==> config.mk <==
export PLATFORM = sky130hd
export DESIGN_NAME = stopwatch_updown_gen
export DESIGN_NICKNAME = d
export VERILOG_FILES = /design/src/rtl/stopwatch_pkg.sv /design/src/rtl/bcd_digit_cell.sv /design/src/rtl/stopwatch_updown_gen.sv
export SDC_FILE = /design/constraint.sdc
export NUM_CORES = 1
export LEC_CHECK = 0
export ABC_AREA = 0
export BUFFER_PORTS_ARGS = -buffer_cell sky130_fd_sc_hd__buf_2
export CORE_AREA = 10 10 94 96
export DETAILED_ROUTE_END_ITERATION = 7
export DIE_AREA = 0 0 104 106
export GPL_TIMING_DRIVEN = 0
export PLACE_DENSITY = 0.76
export REMOVE_ABC_BUFFERS = 1
export SLEW_MARGIN = 20
export SYNTH_ARGS = -nofsm -noshare
export SYNTH_HDL_FRONTEND = slang
export SYNTH_HIERARCHICAL = 1
export SYNTH_SLANG_ARGS = --single-unit
==> constraint.sdc <==
create_clock -name clk -period 10.2 [get_ports clk]
set_clock_uncertainty 0.1 [all_clocks]
set_input_delay 1.53 -clock clk [delete_from_list [all_inputs] [get_ports clk]]
set_output_delay 1.53 -clock clk [all_outputs]
set_load 0.02 [all_outputs]
==> src/rtl/stopwatch_pkg.sv <==
// Shared types and digit-radix helpers for the up/down stopwatch.
package stopwatch_pkg;

  typedef enum logic [1:0] {
    IDLE = 2'd0,
    RUN  = 2'd1,
    DONE = 2'd2
  } sw_state_t;

  localparam int RADIX_DEC      = 10;
  localparam int RADIX_SEC_TENS = 6;

  // Digit 2 holds tens of seconds; every other digit is decimal.
  function automatic int digit_radix(input int idx);
    if (idx == 2) begin
      digit_radix = RADIX_SEC_TENS;
    end else begin
      digit_radix = RADIX_DEC;
    end
  endfunction

endpackage

==> src/rtl/bcd_digit_cell.sv <==
// One mixed-radix counter digit with ripple carry/borrow and saturating load.
module bcd_digit_cell
  import stopwatch_pkg::*;
#(
  parameter int RADIX = RADIX_DEC
) (
  input  logic       clk,
  input  logic       rst_n,
  input  logic       i_inc,
  input  logic       i_dec,
  input  logic       i_cin,
  input  logic       i_bin,
  input  logic       i_load,
  input  logic [3:0] i_load_val,
  output logic [3:0] o_digit,
  output logic       o_cout,
  output logic       o_bout
);

  localparam logic [3:0] MAXV = 4'(RADIX - 1);

  logic [3:0] r_digit;
  logic [3:0] w_sat;

  // Out-of-range preload digits clamp to the largest legal value.
  always_comb begin
    if (i_load_val > MAXV) begin
      w_sat = MAXV;
    end else begin
      w_sat = i_load_val;
    end
  end

  always_ff @(posedge clk or negedge rst_n) begin
    if (!rst_n) begin
      r_digit <= 4'd0;
    end else if (i_load) begin
      r_digit <= w_sat;
    end else if (i_inc && i_cin) begin
      r_digit <= (r_digit == MAXV) ? 4'd0 : r_digit + 4'd1;
    end else if (i_dec && i_bin) begin
      r_digit <= (r_digit == 4'd0) ? MAXV : r_digit - 4'd1;
    end
  end

  assign o_digit = r_digit;
  assign o_cout  = i_cin & (r_digit == MAXV);
  assign o_bout  = i_bin & (r_digit == 4'd0);

endmodule

==> src/rtl/stopwatch_updown_gen.sv <==
// Up/down stopwatch / countdown timer with run FSM, preload and expiry.
// Optional lap hold is built when STOPWATCH_LAP_EN is defined.
module stopwatch_updown_gen
  import stopwatch_pkg::*;
#(
  parameter int DVSR       = 10000000,
  parameter int MIN_DIGITS = 1,
  parameter int WRAP_DOWN  = 0
) (
  input  logic                        clk,
  input  logic                        rst_n,
  input  logic                        start,
  input  logic                        stop,
  input  logic                        clr,
  input  logic                        dir,
  input  logic                        load,
  input  logic [4*(MIN_DIGITS+3)-1:0] load_val,
  input  logic                        lap,
  output logic [4*(MIN_DIGITS+3)-1:0] digits,
  output logic                        running,
  output logic                        tick,
  output logic                        wrap,
  output logic                        expired
);

  localparam int   NDIG    = MIN_DIGITS + 3;
  localparam int   CW      = 4 * NDIG;
  localparam int   PW      = $clog2(DVSR);
  localparam logic WRAP_EN = (WRAP_DOWN != 0);

  sw_state_t      r_state;
  sw_state_t      w_state_nxt;
  logic [PW-1:0]  r_presc;
  logic           r_wrap;
  logic           r_expired;
  logic [CW-1:0]  w_count;
  logic [CW-1:0]  w_cell_val;
  logic [NDIG:0]  w_carry;
  logic [NDIG:0]  w_borrow;
  logic           w_tick;
  logic           w_inc;
  logic           w_dec;
  logic           w_all_zero;
  logic           w_is_one;
  logic           w_expire;
  logic           w_wrap_ev;
  logic           w_cell_load;

  assign w_tick      = (r_state == RUN) && (r_presc == PW'(DVSR - 1));
  assign w_all_zero  = (w_count == {CW{1'b0}});
  assign w_is_one    = (w_count == {{(CW-4){1'b0}}, 4'd1});
  assign w_cell_load = clr | load;
  assign w_cell_val  = clr ? {CW{1'b0}} : load_val;

  // Without down-wrap a zero count must not borrow; the tick is absorbed as expiry.
  assign w_inc     = w_tick & ~dir;
  assign w_dec     = w_tick & dir & (WRAP_EN | ~w_all_zero);
  assign w_expire  = w_tick & dir & ~WRAP_EN & (w_all_zero | w_is_one);
  assign w_wrap_ev = (w_inc & w_carry[NDIG]) | (w_dec & w_borrow[NDIG]);

  assign w_carry[0]  = 1'b1;
  assign w_borrow[0] = 1'b1;

  for (genvar g = 0; g < NDIG; g++) begin : g_dig
    bcd_digit_cell #(
      .RADIX(digit_radix(g))
    ) u_cell (
      .clk        (clk),
      .rst_n      (rst_n),
      .i_inc      (w_inc),
      .i_dec      (w_dec),
      .i_cin      (w_carry[g]),
      .i_bin      (w_borrow[g]),
      .i_load     (w_cell_load),
      .i_load_val (w_cell_val[4*g +: 4]),
      .o_digit    (w_count[4*g +: 4]),
      .o_cout     (w_carry[g+1]),
      .o_bout     (w_borrow[g+1])
    );
  end

  always_ff @(posedge clk or negedge rst_n) begin
    if (!rst_n) begin
      r_state <= IDLE;
    end else begin
      r_state <= w_state_nxt;
    end
  end

  // Priority clr > load > stop > start; expiry outranks a coincident stop.
  always_comb begin
    w_state_nxt = r_state;
    if (w_cell_load) begin
      if (r_state == DONE) begin
        w_state_nxt = IDLE;
      end else begin
        w_state_nxt = r_state;
      end
    end else begin
      case (r_state)
        IDLE: begin
          if (stop) begin
            w_state_nxt = IDLE;
          end else if (start) begin
            w_state_nxt = RUN;
          end else begin
            w_state_nxt = IDLE;
          end
        end
        RUN: begin
          if (w_expire) begin
            w_state_nxt = DONE;
          end else if (stop) begin
            w_state_nxt = IDLE;
          end else begin
            w_state_nxt = RUN;
          end
        end
        DONE: begin
          if (!stop && start && !w_all_zero) begin
            w_state_nxt = RUN;
          end else begin
            w_state_nxt = DONE;
          end
        end
        default: w_state_nxt = IDLE;
      endcase
    end
  end

  always_comb begin
    running = (r_state == RUN);
    tick    = w_tick;
  end

  always_ff @(posedge clk or negedge rst_n) begin
    if (!rst_n) begin
      r_presc <= {PW{1'b0}};
    end else if (w_cell_load) begin
      r_presc <= {PW{1'b0}};
    end else if (r_state == RUN) begin
      r_presc <= w_tick ? {PW{1'b0}} : r_presc + {{(PW-1){1'b0}}, 1'b1};
    end
  end

  // Wrap pulse and sticky expiry line up with the updated count.
  always_ff @(posedge clk or negedge rst_n) begin
    if (!rst_n) begin
      r_wrap    <= 1'b0;
      r_expired <= 1'b0;
    end else begin
      r_wrap <= w_wrap_ev & ~w_cell_load;
      if (w_cell_load) begin
        r_expired <= 1'b0;
      end else if (w_expire) begin
        r_expired <= 1'b1;
      end
    end
  end

  assign wrap    = r_wrap;
  assign expired = r_expired;

`ifdef STOPWATCH_LAP_EN
  logic          r_hold;
  logic [CW-1:0] r_lap;

  // Lap toggles a frozen snapshot; the live count keeps running underneath.
  always_ff @(posedge clk or negedge rst_n) begin
    if (!rst_n) begin
      r_hold <= 1'b0;
      r_lap  <= {CW{1'b0}};
    end else if (w_cell_load) begin
      r_hold <= 1'b0;
    end else if (lap && (r_state != DONE)) begin
      if (r_hold) begin
        r_hold <= 1'b0;
      end else begin
        r_hold <= 1'b1;
        r_lap  <= w_count;
      end
    end
  end

  assign digits = r_hold ? r_lap : w_count;
`else
  logic w_unused_lap;
  assign w_unused_lap = lap;
  assign digits       = w_count;
`endif

endmodule

==> results by group, run 1 <==
CTS
  • Post-CTS Resized: 0
  • Clk buf depth: 2
  • Hold buffers post-CTS: 0
  • TritonCTS clock tree: yes
  • H-tree depth: 2
  • CTS Buf Count: 5
  • Sinks on the clock net: 44
  • Post-CTS setup buffers: 0
  • CTS clk-pin slew, worst paths: about 90 ps
  • Clk root buf: clkbuf_8
  • Worst skew pair latency: 300 ps

Synth
  • Syn avg cell area: ~8.3 µm²
  • Sequential share of the synthesized area: around a third
  • Synthesized flop and latch total: 44
  • Top-area cell type share of the netlist area: between 30% and 40%
  • Share of async-settable or async-resettable flops after synthesis: 100.0%
  • Yosys top cell by area: dfrtp_1
  • Top post-synthesis cells by area: dfrtp_1 32%, nor2_1 4.1%, nand3_1 4.0%
  • Ys Warns: 6
  • Synth cell types: 67
  • Syn Inst Count: 411
  • Post-synth EDFFs: 0
  • Mapped cell area: around 3400 µm²
  • Primary FF master, synth: dfrtp_1

Power
  • P per Cell Area: 117.6 nW/µm²
  • Pleak: around 1.5 nW
  • VDD IR max: ~83 µV

Die
  • Core Area: ~7000 µm²
  • Die W: between 100 and 150 µm
  • Placement row count: 31
  • Initial Util: 48.32%
  • Ports: 44
  • Die Ht: 106 µm
  • Die area: roughly 11000 µm²

Timing
  • Final Hold Viols: 0
  • Setup TNS: 0 ps
  • RSZ-0062 raised after global routing: no
  • Max Clk Rate: around 230 MHz
  • Tmin final: ~4400 ps
  • Final setup fails: 0
  • Slack of the critical path: roughly 6000 ps
  • Final-report max-slew violation count: 0
  • Period utilization: 42.81%
  • WHS: approximately 400 ps
  • Slew @ Worst Pin: between 1000 and 1500 ps
  • Max-Slew Margin vs Limit: approximately 30%

Setup path
  • Slowest cell delay on critical path: 830 ps
  • Arrival time worst endpoint: 4430 ps
  • Top delay family on crit path: simple AND/OR/NAND/NOR gates
  • RR Startpoint: g_dig[0].u_cell/o_digit[0]
  • Setup slack, reg-to-reg: approximately 6600 ps
  • CP endpoint kind: register
  • Crit path from: clr
  • Startpoint Class: primary input
  • Critical path type: primary input to register
  • CP Max Fanout: 48
  • Crit path cell chain: buf_2, nor2_1, clkinv_2, or2_2, a311o_1, o311ai_0, a21oi_1
  • Buf/Inv on CP: 2
  • Slowest cell on crit path: nor2_1
  • WP data required: between 10000 and 15000 ps

Route
  • ANT nets after route: 0
  • Detailed Route Iter0 Violations: 270
  • Final WL: between 8000 and 9000 µm
  • Vias per cell: 5.815
  • Pre-antenna DRT Iters: 4
  • DR DRC count: 0
  • Via count: 3175
  • DR WL/cell: about 15 µm

Global route
  • Largest net degree at the start of global routing: just under 50
  • Antenna violations before repair: 0
  • Via count of the first global-routing pass: about 3000
  • All-Layer GR Usage: around 15%
  • First-pass GRT wire length: 14200 µm
  • GRT Residual Overflow: 0

Layout
  • Fill count: 694
  • Nets: roughly 470
  • Layout area overhead: 9.978%
  • N_diodes: 0
  • Finished Layout Cells: about 550
  • Layout cells sized above 1: roughly 18%

Placed design
  • Dpl ws: between 5000 and 6000 ps
  • Final RePlAce weighted congestion: 0.8881
  • Post-DP HPWL: 5959 µm
  • # placed instances: ~540
  • IO buf count: 42

Worst hold path
  • HP Class: register to register
  • Hold Startpoint: r_presc[23]

Flow run
  • Max Cap Viol: 0

Run status
  • Status: completed
-- worst reg2reg max path, stage by stage (launching register included) --
cell      delay [ps]
dfrtp_1          630
nand3_1          120
nor3_1           570
nand3_1          140
nor3_1           560
nand3_1          140
nor3_1           460
and2_4           250
or3_1            100
a211oi_1          70
o31a_2           330
-- sequential cells by signal, summed over array words and instances, names as in the netlist --
signal / count
expired: 1
g_dig.u_cell/o_digit: 16
r_presc: 24
r_state: 2
wrap: 1
-- cells in the mapped netlist, types with 4 or more instances --
library cell  instances
o31ai_1               6
nor4_1               11
or3_1                 4
nor2b_1              16
nor3b_1               8
o21a_1                6
dfrtp_1              44
o21ai_0              25
nand3_1              27
xnor2_1              14
clkbuf_1              4
nor3_1               16
and2_4                4
o311ai_0              6
inv_1                16
nand4_1               8
nor2_1               37
and3_2                4
a21oi_1              19
clkbuf_8              6
xor2_1                9
nand2_1              31
buf_2                 8
or2_2                 4
nand2b_1             13
-- cell usage in the layout, fill, tap and decap left out, types with 3 or more instances in the layout --
cell type   n
o311ai_0    6
nor2_1     36
buf_2      41
o31a_2      3
inv_1      16
o21a_1      6
and3_1      3
a211oi_1    3
a21oi_1    19
dfrtp_1    44
o21ai_0    25
o31ai_1     6
nor2b_1    16
nand3_1    27
or4_1       3
and2_4      4
or2_2       4
nand2b_1   13
nand4_1     8
conb_1      9
or3_1       4
clkbuf_8    5
nand2_1    31
nor3b_1     8
and3_2      4
a2111oi_0   3
xnor2_1    14
nor4_1     11
a311o_1     3
nor3_1     15
xor2_1      9
-- where the power goes --
group          internal (mW)  switching (mW)
registers              0.181          0.0224
clock network         0.0965          0.0624
logic                 0.0322          0.0463
total                  0.310           0.131
-- logic make-up (layout without fill, tap and decap cells) --
logic type / count (synthesis) / after routing / share of synthesized area, %
muxes: 1 / 1 / 0.3301
and+or+nand+nor: 201 / 201 / 32.43
buffers and inverters: 39 / 67 / 6.786
other: 1 / 9 / 0.1099
DFF: 44 / 44 / 32.28
adders and majority gates: 1 / 1 / 0.3668
AOI/OAI and AO/OA: 101 / 101 / 21.79
xor gates and xnor gates: 23 / 23 / 5.906
-- final timing paths --
| path | to | cells past startpoint |
|---|---|---|
| min in group asynchronous | g_dig[0].u_cell/o_digit[0] | 1 |
| max in group asynchronous | r_presc[11] | 1 |
| worst min register to register | r_presc[23] | 1 |
| worst max register to register | g_dig[3].u_cell/o_digit[1] | 10 |
| worst max-delay path | g_dig[3].u_cell/o_digit[3] | 7 |
| worst min-delay path | r_presc[23] | 1 |
-- routing by layer --
layer	global-route usage (%)	part of all wire (%)	up-vias
met2	24.64	47	89
met4	5.268	1.6	0
li1	-	-	1566
met5	0	0	-
met1	19.09	47	1508
met3	2.838	4.5	12
-- through the flow --
stage	util (%)	total power [mW]	area, µm²
CTS	53.00	0.4438	3741
detailed placement	51.17	0.2849	3612
global route	53.14	0.4632	3751
finish	53.14	0.4410	3751
floorplan	-	0.2542	3277
global placement	51.15	0.2824	3611
-- final cells by class --
cell class / count / area, µm² / share of cell area (%)
Inverter: 18 / 68.82 / 1.835
Tap cell: 99 / 123.9 / 3.302
Multi-Input combinational cell: 336 / 2116 / 56.40
Clock inverter: 2 / 60.06 / 1.601
Timing Repair Buffer: 42 / 212.7 / 5.670
Sequential cell: 44 / 1101 / 29.35
Clock buffer: 5 / 68.82 / 1.835
No activity file was read; power rests on OpenSTA's default activity.
==> run 2, diff against run 1 <==
--- a/config.mk
+++ b/config.mk
@@ -11,7 +11,7 @@
 export DETAILED_ROUTE_END_ITERATION = 7
 export DIE_AREA = 0 0 104 106
 export GPL_TIMING_DRIVEN = 0
-export PLACE_DENSITY = 0.76
+export PLACE_DENSITY = 0.79
 export REMOVE_ABC_BUFFERS = 1
 export SLEW_MARGIN = 20
 export SYNTH_ARGS = -nofsm -noshare
==> constraint.sdc (replaced) <==
create_clock -name clk -period 3.6 [get_ports clk]
set_clock_uncertainty 0.1 [all_clocks]
set_input_delay 0.54 -clock clk [delete_from_list [all_inputs] [get_ports clk]]
set_output_delay 0.54 -clock clk [all_outputs]
set_load 0.02 [all_outputs]
==> run 2 against run 1 <==
  * Non-clock buffer count stayed put
  * Combinational power grew to 2.8 times the previous value
  * First-iteration DRC count is 40% lower
  * Sequential share of layout area is 0.21 points higher
  * Clock power is 96% higher
  * Flip-flop and latch count stayed put
  * Count of clock-buffer cells in the layout stayed put
  * Die area stayed put
  * Largest cell class unchanged
  * Highest routed layer unchanged
==> results by group, run 2 (synthesis gave the netlist of run 1 again) <==
Setup path
  • Crit path from: clr
  • CP endpoint kind: register
  • WP data required: 3670 ps (-6600 ps)
  • Critical path type: primary input to register
  • Startpoint Class: primary input
  • RR Startpoint: r_presc[13]
  • Arrival time worst endpoint: 3450 ps (-980 ps)
  • CP Max Fanout: 48 (unchanged)

CTS
  • Clk buf depth: 2 (unchanged)
  • CTS Buf Count: 5 (unchanged)
  • TritonCTS clock tree: yes
  • Worst skew pair latency: 300 ps (about the same)
  • CTS clk-pin slew, worst paths: 90 ps (about the same)
  • Sinks on the clock net: 44 (unchanged)
  • H-tree depth: 2 (unchanged)
  • Clk root buf: clkbuf_8
  • Post-CTS setup buffers: 0 (unchanged)

Placed design
  • Dpl ws: -174.7 ps (-5735 ps)
  • # placed instances: 539 (unchanged)
  • Placed cell areas: 3612 µm² (unchanged)
  • IO buf count: 42 (unchanged)
  • Final RePlAce weighted congestion: 0.8796 (-0.96%)
  • Post-DP HPWL: 5817 µm (-2.4%)

Layout
  • Commonest cells after routing, fill and taps aside: 44 x dfrtp_1, 41 x buf_2, 36 x nor2_1, 31 x nand2_1, 27 x nand3_1
  • Biggest register: r_presc
  • Finished Layout Cells: 547 (+0.18%)
  • Layout cells sized above 1: 18.75% (+0.63 points)
  • Max reg flops: 24 (unchanged)
  • Final Util: 52.76% (-0.37 points)
  • Final Instance Area: 3725 µm² (-0.70%)
  • Layout area overhead: 9.208%
  • N_diodes: 0 (unchanged)
  • Nets: 472 (unchanged)
  • Most common cell after layout, fill and taps aside: dfrtp_1

Route
  • Pre-antenna DRT Iters: 5 (+1)
  • Final WL: 8098 µm (-3.2%)
  • Vias per cell: 5.793 (-0.37%)
  • Via count: 3169 (-0.19%)
  • Detailed Route Iter0 Violations: 161 (-40%)
  • DR WL/cell: 14.80 µm (-3.4%)
  • DR DRC count: 0 (unchanged)
  • ANT nets after route: 0 (unchanged)

Power
  • VDD IR max: 156.9 µV (+89%)
  • Switch Pwr: 0.3688 mW (+180%)
  • Register share of total power: 52.0% (+5.8 points)
  • Pleak: 1.445 nW (-0.79%)
  • P per Cell Area: 297.9 nW/µm² (+150%)
  • Clk pwr share: 28.0% (-8.0 points)
  • Power Total: 1.110 mW (+150%)
  • Gate power share: 20.0% (+2.2 points)
  • Switch share: 33.24% (+3.5 points)
  • Int Power: 0.7407 mW (+140%)

Die
  • Core Area: 7059 µm² (unchanged)
  • Die Ht: 106 µm (unchanged)
  • Initial Util: 48.32% (unchanged)
  • Ports: 44 (unchanged)
  • Die area: 11020 µm² (unchanged)
  • Die W: 104 µm (unchanged)
  • Placement row count: 31 (unchanged)

Timing
  • Max Clk Rate: just under 300 MHz
  • Max-Slew Margin vs Limit: 27.89% (-1.9 points)
  • Final Hold Viols: 0 (unchanged)
  • Tmin final: ~3400 ps
  • WHS: 127.2 ps (-270.7 ps)
  • Final setup fails: 0 (unchanged)
  • Period utilization: between 90% and 100%
  • Slew @ Worst Pin: 1078 ps (+28.87 ps)
  • RSZ-0062 raised after global routing: no
  • Slack of the critical path: 226.6 ps (-5606 ps)
  • Final-report max-slew violation count: 0 (unchanged)
  • Setup TNS: 0 ps (unchanged)

Run status
  • Status: completed

Global route
  • First-pass GRT wire length: 13970 µm (-1.6%)
  • All-Layer GR Usage: 14.61% (-0.30 points)
  • Largest net degree at the start of global routing: 49 (unchanged)
  • GRT Residual Overflow: 0 (unchanged)
  • Via count of the first global-routing pass: 3028 (+0.73%)
  • Antenna violations before repair: 0 (unchanged)

Flow run
  • Max Cap Viol: 0 (unchanged)

Worst hold path
  • HP Class: primary input to async pin
-- run 2: changes by cell type in the layout (fill, tap and decap cells not counted), sizes merged --
| cell | previous run | this run |
|---|---|---|
| bufinv | 2 | 0 |
| clkinv | 2 | 5 |
-- run 2: worst paths after layout --
check | end | slack [ps] | cells after the start
worst max-delay path | g_dig[0].u_cell/o_digit[3] | 230 | 7
worst min-delay path | r_presc[19] | 130 | 1
worst max register to register | g_dig[0].u_cell/o_digit[1] | 250 | 8
worst min register to register | r_presc[23] | 390 | 1
max in group asynchronous | r_presc[9] | 2890 | 1
min in group clk | r_presc[23] | 390 | 1
-- run 2: power groups by stage --
stage          sequential, mW  clock (mW)  combinational (mW)
2_1_floorplan           0.591           0               0.129
3_3_place_gp            0.582           0               0.215
3_5_place_dp            0.584           0               0.222
4_1_cts                 0.575       0.320               0.223
5_1_grt                 0.584       0.334               0.248
6_report                0.576       0.311               0.222
-- run 2: layer usage --
layer  track usage (%)  wire length, µm
met1             18.81             3665
met2             23.73             3809
met3             3.140              508
met4             5.169              115
met5                 0                0
-- run 2: layout make-up --
class,count,area (µm²)
Timing Repair Buffer,42,212.7
Sequential cell,44,1101
Multi-Input combinational cell,336,2131
Clock inverter,3,18.77
Clock buffer,5,68.82
Tap cell,99,123.9
Inverter,18,68.82
Fill cell,689,3334
-- run 2: timing repair --
item                                    CTS  global route
endpoints found under the setup margin   15             7
resized for setup                         2             3
cloned                                    0             0
hold buffers                              0             0
-- run 2: worst max-delay path: stages --
cell and delay [ps]:
buf_2 210, nor2_1 850, clkinv_2 830, or2_2 510, a311o_1 320, o311ai_0 110
a21oi_1 70
